### src/rtl/bcd_conv_sched.sv
// Round-robin scheduler sharing one serial binary-to-BCD converter among NREQ requesters.
// Optional converter watchdog is built when BCD_CONV_SCHED_TIMEOUT_EN is defined.
module bcd_conv_sched #(
    parameter int unsigned NREQ = 4,
    parameter int unsigned BW   = 10,
    parameter int unsigned DW   = BW * 28 / 93 + 1,
    parameter int unsigned TMO  = 64
) (
    input  logic                   clk,
    input  logic                   reset,
    input  logic [NREQ-1:0]        req,
    input  logic [NREQ*BW-1:0]     bin_flat,
    output logic [NREQ-1:0]        ack,
    output logic [NREQ*DW*4-1:0]   bcd_flat,
    output logic                   busy,
    output logic [2:0]             grant_id,
    output logic                   conv_go,
    output logic [BW-1:0]          conv_bin,
    input  logic [DW*4-1:0]        conv_bcd,
    input  logic                   conv_done,
    output logic                   err
);

    localparam int unsigned RW = DW * 4;
    localparam logic [NREQ-1:0] One = NREQ'(1);

    typedef enum logic [1:0] {StIdle, StIssue, StWait, StStore} state_e;

    if (NREQ < 2 || NREQ > 8 || TMO < 1 || TMO > 256) begin : g_param_err
        $error("bcd_conv_sched: parameter out of range");
    end

    state_e              state_q;
    logic [NREQ-1:0]     pending_q, pending_d;
    logic [NREQ*BW-1:0]  op_q, op_d;
    logic [2:0]          grant_q;
    logic [BW-1:0]       bin_q;
    logic [NREQ*RW-1:0]  bcd_q;
    logic [NREQ-1:0]     ack_q;
    logic                go_q;
    logic                sel_valid;
    logic [2:0]          sel_idx;

`ifdef BCD_CONV_SCHED_TIMEOUT_EN
    logic [7:0]          cnt_q;
    logic                err_q;
`endif

    // Scan from grant+NREQ down to grant+1 so the nearest channel after the last grant wins.
    always_comb begin
        int unsigned c;
        c         = 0;
        sel_valid = 1'b0;
        sel_idx   = '0;
        for (int unsigned k = NREQ; k >= 1; k--) begin
            c = (32'(grant_q) + k) % NREQ;
            if (|(pending_q & (One << c))) begin
                sel_valid = 1'b1;
                sel_idx   = 3'(c);
            end
        end
    end

    // A request arriving on the channel being granted re-arms it: set beats clear.
    always_comb begin
        pending_d = pending_q;
        op_d      = op_q;
        if (state_q == StIdle && sel_valid) begin
            pending_d = pending_d & ~(One << sel_idx);
        end
        pending_d = pending_d | req;
        for (int unsigned i = 0; i < NREQ; i++) begin
            if (req[i]) begin
                op_d[i*BW +: BW] = bin_flat[i*BW +: BW];
            end
        end
    end

    always_ff @(posedge clk or posedge reset) begin
        if (reset) begin
            state_q   <= StIdle;
            pending_q <= '0;
            op_q      <= '0;
            grant_q   <= 3'(NREQ - 1);
            bin_q     <= '0;
            bcd_q     <= '0;
            ack_q     <= '0;
            go_q      <= 1'b0;
`ifdef BCD_CONV_SCHED_TIMEOUT_EN
            cnt_q     <= '0;
            err_q     <= 1'b0;
`endif
        end else begin
            pending_q <= pending_d;
            op_q      <= op_d;
            ack_q     <= '0;
            go_q      <= 1'b0;
            unique case (state_q)
                StIdle: begin
                    if (sel_valid) begin
                        bin_q   <= op_q[32'(sel_idx)*BW +: BW];
                        grant_q <= sel_idx;
                        go_q    <= 1'b1;
                        state_q <= StIssue;
                    end
                end
                StIssue: begin
                    state_q <= StWait;
`ifdef BCD_CONV_SCHED_TIMEOUT_EN
                    cnt_q   <= '0;
`endif
                end
                StWait: begin
                    if (conv_done) begin
                        bcd_q[32'(grant_q)*RW +: RW] <= conv_bcd;
                        ack_q   <= One << grant_q;
                        state_q <= StStore;
                    end
`ifdef BCD_CONV_SCHED_TIMEOUT_EN
                    else if (cnt_q == 8'(TMO - 1)) begin
                        // Abandon the conversion: no ack, slot untouched, channel not re-queued.
                        err_q   <= 1'b1;
                        state_q <= StIdle;
                    end else begin
                        cnt_q <= cnt_q + 8'd1;
                    end
`endif
                end
                StStore: state_q <= StIdle;
                default: state_q <= StIdle;
            endcase
        end
    end

    assign ack      = ack_q;
    assign bcd_flat = bcd_q;
    assign busy     = (state_q != StIdle);
    assign grant_id = grant_q;
    assign conv_go  = go_q;
    assign conv_bin = bin_q;

`ifdef BCD_CONV_SCHED_TIMEOUT_EN
    assign err = err_q;
`else
    assign err = 1'b0;
`endif

endmodule
### config.mk
export PLATFORM = sky130hd
export DESIGN_NAME = bcd_conv_sched
export DESIGN_NICKNAME = d
export VERILOG_FILES = /design/src/rtl/bcd_conv_sched.sv
export SDC_FILE = /design/constraint.sdc
export NUM_CORES = 1
export LEC_CHECK = 0
export CAP_MARGIN = 20
export CORE_ASPECT_RATIO = 1.25
export CORE_UTILIZATION = 50
export CTS_CLUSTER_SIZE = 10
export DETAILED_ROUTE_END_ITERATION = 10
export MAX_ROUTING_LAYER = met4
export PLACE_DENSITY = 0.82
export SYNTH_ARGS = -nofsm -noshare
export SYNTH_HDL_FRONTEND = slang
export SYNTH_SLANG_ARGS = --single-unit
### constraint.sdc
create_clock -name clk -period 11.2 [get_ports clk]
set_clock_uncertainty 0.1 [all_clocks]
set_input_delay 2.24 -clock clk [delete_from_list [all_inputs] [get_ports clk]]
set_output_delay 2.24 -clock clk [all_outputs]
set_load 0.1 [all_outputs]
==> results of run 1 <==
## final cells by class
type                            count  area, um2
Multi-Input combinational cell    282       2160
Clock inverter                     10        138
Timing Repair Buffer              149       1500
Tap cell                          132        165
Clock buffer                       21        460
Sequential cell                   127       3180
Fill cell                         742       3020
Inverter                           13       53.8
## cell families (layout without fill, tap and decap cells)
| kind of cell | after synthesis | after routing | share of synthesized area (%) |
|---|---|---|---|
| AO/OA/AOI/OAI | 134 | 134 | 20.4 |
| adder cells (fa/ha/maj) | 7 | 7 | 1.58 |
| buffers and inverters | 42 | 193 | 3.87 |
| flip-flops | 127 | 127 | 57.5 |
| multiplexers | 43 | 43 | 8.67 |
| other | 1 | 2 | 0.0678 |
| AND/OR/NAND/NOR | 96 | 96 | 7.83 |
## per-stage QoR
step                      setup WS [ns]  instance area, um2  instances
final                              6.58                7650        734
after global routing               6.49                7650        734
after CTS                          6.57                7620        733
after detailed placement           6.76                7030        702
after global placement             6.82                7030        702
after floorplan                    5.48                5530        451
## synth_stat cells, types with 5 or more instances
cell | number | area (um2)
o21ai_0 | 18 | 90.1
a21o_1 | 10 | 75.1
inv_1 | 12 | 45.0
a21bo_2 | 5 | 50.1
a211o_1 | 5 | 43.8
ha_1 | 7 | 87.6
a21oi_1 | 9 | 45.0
o211ai_2 | 9 | 113
nand2_1 | 59 | 221
nand3_1 | 19 | 95.1
buf_2 | 7 | 35.0
dfrtp_1 | 125 | 3130
a22o_1 | 51 | 447
a32o_1 | 6 | 60.1
mux2_2 | 39 | 439
clkbuf_1 | 12 | 45.0
## tightest hold or removal path: cells and delay by family (launching register included)
| family | cells | cell delay, ns |
|---|---|---|
| and+or+nand+nor | 1 | 0.05 |
| AOI/OAI and AO/OA | 1 | 0.06 |
| DFF | 1 | 0.34 |
## registers in the layout, summed over array words and instances, names as in the netlist
signal	cells
state_q	2
conv_go	1
ack	4
conv_bin	10
bcd_flat	64
op_q	40
grant_id	2
pending_q	4
## layer usage
metal  vias up  wire, um  track usage [%]
met5         -         0                -
met4         0       430             11.0
met3        33      1080             7.48
met2       204      6790             42.2
met1      2146      5410             32.0
li1       1931         -                -
## how the worst min path moves through the flow
stage | slack, ns | from | cells after the start | end
floorplan | 0.37 | op_q[13] | 1 | op_q[13]
global placement | 0.37 | bcd_flat[7] | 2 | bcd_flat[7]
global route | 0.42 | op_q[8] | 1 | op_q[8]
detailed placement | 0.37 | conv_bin[5] | 2 | conv_bin[5]
CTS | 0.39 | bcd_flat[11] | 2 | bcd_flat[11]
finish | 0.39 | bcd_flat[11] | 2 | bcd_flat[11]
==> impl_results.md, run 1 <==
- Global-route wire length before repair: 22.3 mm
- Mapped Avg Cell Area: 12.3 um2
- Unique masters post-synth: 44
- Crit path launch type: flop
- CP Max Fanout: 4
- 1st-iter DRT viols: 296
- Post-route core utilization: 71.7%
- CP Buf/Inv Count: 3
- Max transition margin: 27.6%
- Yosys warning count: 0
- RSZ-0062 raised after global routing: false
- Top delay family on crit path: buffers and inverters
- Starting density of the core: 51.8%
- Critical path's largest stage delay: 1.12 ns
- HPWL Detailed: 9.57 mm
- Final #Nets: 660
- Syn Inst Count: 450
- Max cap viols: 0
- R2R cell count: 8
- GRT Overall Usage: 26.7%
- Hold buffer count at cts: 0
- FF-to-FF setup slack: 7.23 ns
- CP endpoint kind: primary output
- Setup-failing EPs final: 0
- Fraction of registers with async set/reset: 100%
- Avg WL per Cell: 18.7 um
- Worst-Skew Late Latency: 0.41 ns
- DRC: 0
- Setup bufs post-CTS: 0
- Post-synth top flop: dfrtp_1
- Diode count: 0
- Die area: 11,500 um2
- Critical path endpoint: busy
- I/O pins: 147
- Most frequent cells in the layout: 144 x clkdlybuf4s50_1, 125 x dfrtp_1, 59 x nand2_1, 51 x a22o_1, 39 x mux2_2
- Reg-to-Reg End: conv_bin[5]
- DRT Wirelength: 13.7 mm
- Number of global-route vias before repair: 4,395
- Slowest CP cell: clkdlybuf4s50_1
- CTS-repair resized insts: 0
- Register bit total from synthesis: 127
- Worst hold path type: reg2reg
- Slew Limit Fails: 0
- Critical path startpoint: state_q[0]
- Largest net degree at the start of global routing: 82
- Area Overhead vs Synth: 38.4%
- Worst Tran Pin Value: 1.08 ns
- Clock Path Buffers: 2
- Clock sink total: 127
- Sequential-to-total area share from yosys stat: 57.5%
- H-tree levels: 4
- Initial antenna violation count: 0
- Share of layout cells above drive strength 1: 16.9%
- R2R Path Start: grant_id[0]
- Reg clk slew, reported paths: 0.06 ns
- RD Place Congestion: 0.823
- Most common cell after layout, fill and taps aside: clkdlybuf4s50_1
- Critical path type: reg2out
- WP depth: 4
- Final Hold Fails: 0
- Die Y-Extent: 120 um
- Root Buffer: clkbuf_16
- Vias per cell: 5.88
- Hold slack: 0.392 ns
- Arrival time at the worst endpoint: 2.28 ns
- Antenna Nets Post-Route: 0
- Worst Path Required: 8.86 ns
- Total gr overflow: 0
- Via count: 4,314
- CTS tree: done
- Crit share post-route: 41.2%
- EDFF count, synth: 0
- Run status: completed
- Most used cell, CP: inv_1
- CTS Buf Count: 17
- Synth Cell Area: 5530 um2
- Setup_tns: 0 ns
- Achievable Freq: 217 MHz
- Rows: 42
- DIE WIDTH: 96.0 um
- Min cycle time layout: 4.62 ns
- Core Area: 10,700 um2
- PortBufs: 144
- Crit path cell chain: inv_1 -> ha_1 -> inv_1 -> clkdlybuf4s50_1
- DR pass1 iterations: 5
Power of run 1 is left out: the tool's default activity adds up to more than one toggle a clock period on the data nets, which glitch-free logic cannot reach.
==> run 2, diff against run 1 <==
--- a/config.mk
+++ b/config.mk
@@ -7,11 +7,11 @@
 export LEC_CHECK = 0
 export CAP_MARGIN = 20
 export CORE_ASPECT_RATIO = 1.25
-export CORE_UTILIZATION = 50
+export CORE_UTILIZATION = 49
 export CTS_CLUSTER_SIZE = 10
 export DETAILED_ROUTE_END_ITERATION = 10
 export MAX_ROUTING_LAYER = met4
-export PLACE_DENSITY = 0.82
+export PLACE_DENSITY = 0.81
 export SYNTH_ARGS = -nofsm -noshare
 export SYNTH_HDL_FRONTEND = slang
 export SYNTH_SLANG_ARGS = --single-unit
==> constraint.sdc (replaced) <==
create_clock -name clk -period 4.6 [get_ports clk]
set_clock_uncertainty 0.1 [all_clocks]
set_input_delay 0.92 -clock clk [delete_from_list [all_inputs] [get_ports clk]]
set_output_delay 0.92 -clock clk [all_outputs]
set_load 0.1 [all_outputs]
==> run 2 against run 1 <==
Net effect:
- setup slack worse by 5.7 ns
- cell count is 0.95% higher
- core utilization shrank 1.9 points
- first-iteration DRC count shrank 15%
- global-route usage decreased by 1.5 points
- flip-flop and latch count stayed put
- die area is 2.0% higher
- highest routed layer unchanged
==> impl_results.md, run 2 (same netlist as run 1, synthesis figures left out) <==
- Hold buffer count at cts: 0
- DIE WIDTH: 97 um
- Setup-failing EPs final: 0
- Crit path launch type: flop
- Avg WL per Cell: 18.7 um
- Worst hold path depth: 2
- CTS-repair resized insts: 0
- I/O pins: 147
- Antenna Nets Post-Route: 0
- Starting density of the core: 50.1%
- Reg clk slew, reported paths: 0.06 ns
- Crit share post-route: 80.2%
- Critical path's largest stage delay: 0.63 ns
- Clock sink total: 127
- Most frequent cells in the layout: 144 x clkdlybuf4s50_1, 125 x dfrtp_1, 59 x nand2_1, 51 x a22o_1, 39 x mux2_2
- Rows: 43
- RSZ-0062 raised after global routing: false
- HPWL Detailed: 9.90 mm
- R2R Path Start: grant_id[0]
- CP endpoint kind: flop
- Global-route wire length before repair: 22.2 mm
- Largest net degree at the start of global routing: 79
- Die Y-Extent: 121 um
- HP Start: bcd_flat[6]
- Run status: completed
- Via count: 4,308
- Die area: 11,700 um2
- Worst hold path type: reg2reg
- Max reg flops: 64
- FF-to-FF setup slack: 0.91 ns
- Crit path cell chain: inv_1 -> ha_1 -> a22o_1 -> a221o_2 -> nor4_4 -> nand2b_1 -> inv_4 -> nand2_2 -> o211ai_1
- Achievable Freq: 271 MHz
- Min cycle time layout: 3.69 ns
- Setup_tns: 0 ns
- Diode count: 0
- Max transition margin: 30.5%
- Min-Delay Endpoint: bcd_flat[6]
- Worst Tran Pin Value: 1.04 ns
- Total gr overflow: 0
- GRT Overall Usage: 25.2%
- Setup bufs post-CTS: 0
- Reg-to-Reg End: conv_bin[8]
- Max cap viols: 0
- Clock Path Buffers: 2
- Most common cell after layout, fill and taps aside: clkdlybuf4s50_1
- Root Buffer: clkbuf_16
- Slew Limit Fails: 0
- R2R cell count: 9
- Arrival time at the worst endpoint: 3.88 ns
- Critical path type: reg2reg
- CTS tree: done
- CTS Buf Count: 17
- Vias per cell: 5.81
- DRT Wirelength: 13.9 mm
- Final #Nets: 663
- Core Area: 11,000 um2
- CP Max Fanout: 16
- Area Overhead vs Synth: 39.2%
- PortBufs: 144
- Number of global-route vias before repair: 4,387
- Initial antenna violation count: 0
- H-tree levels: 4
- RD Place Congestion: 0.871
- Final Hold Fails: 0
- Fill cells: 790
- Worst Path Required: 4.79 ns
- Share of layout cells above drive strength 1: 17.7%
- Slowest CP cell: dfstp_2
- DRC: 0
- Worst-Skew Late Latency: 0.42 ns
- 1st-iter DRT viols: 252
- DR pass1 iterations: 4
-- run 2: cell count changes in the layout (fill, tap and decap cells not counted), sizes merged --
| cell | delta |
|---|---|
| bufinv | +1 |
| buf | +3 |
| clkbuf | -2 |
| clkinv | -2 |
| inv | +2 |
| clkinvlp | +2 |
-- run 2: layout make-up --
| class | instances | area (um2) | share of cell area [%] |
|---|---|---|---|
| Inverter | 13 | 53.8 | 0.699 |
| Clock buffer | 19 | 443 | 5.75 |
| Multi-Input combinational cell | 282 | 2160 | 28.0 |
| Clock inverter | 13 | 186 | 2.42 |
| Sequential cell | 127 | 3180 | 41.3 |
| Tap cell | 135 | 169 | 2.19 |
| Timing Repair Buffer | 152 | 1510 | 19.6 |
-- run 2: metal layers --
metal  track usage (%)  up-vias  routed length, um
met1              29.0     2152               5600
met2              41.9      191               7100
met4              9.33        0                288
met5                 -        -                  0
met3              7.63       21                876
li1                  -     1944                  -
-- run 2: per-stage QoR --
stage | std cells | setup slack, ns | instance area [um2] | hold WS (ns) | util (%)
floorplan | 451 | 0.199 | 5530 | 0.371 | -
global placement | 707 | 1.05 | 7050 | 0.364 | 63.9
detailed placement | 707 | 0.931 | 7050 | 0.372 | 63.9
CTS | 739 | 0.935 | 7670 | 0.381 | 69.6
global route | 741 | 0.695 | 7700 | 0.417 | 69.8
finish | 741 | 0.910 | 7700 | 0.377 | 69.8
-- run 2: worst max path at each step --
stage	startpoint	to	slack [ns]	cells after the start
6_report	grant_id[0]	conv_bin[8]	0.91	9
5_1_grt	grant_id[0]	conv_bin[8]	0.69	9
4_1_cts	grant_id[0]	conv_bin[8]	0.94	9
3_5_place_dp	grant_id[0]	conv_bin[8]	0.93	9
3_3_place_gp	grant_id[0]	conv_bin[8]	1.05	9
2_1_floorplan	reset	ack[0]	0.20	1
-- run 2: critical path: cells and delay by family, from the launching register on --
| family | cells | cell delay, ns |
|---|---|---|
| buffers and inverters | 2 | 0.44 |
| AOI/OAI and AO/OA | 3 | 0.77 |
| and+or+nand+nor | 3 | 1.21 |
| adders and majority gates | 1 | 0.41 |
| DFF | 1 | 0.63 |
Power of run 2 is left out for the same reason.
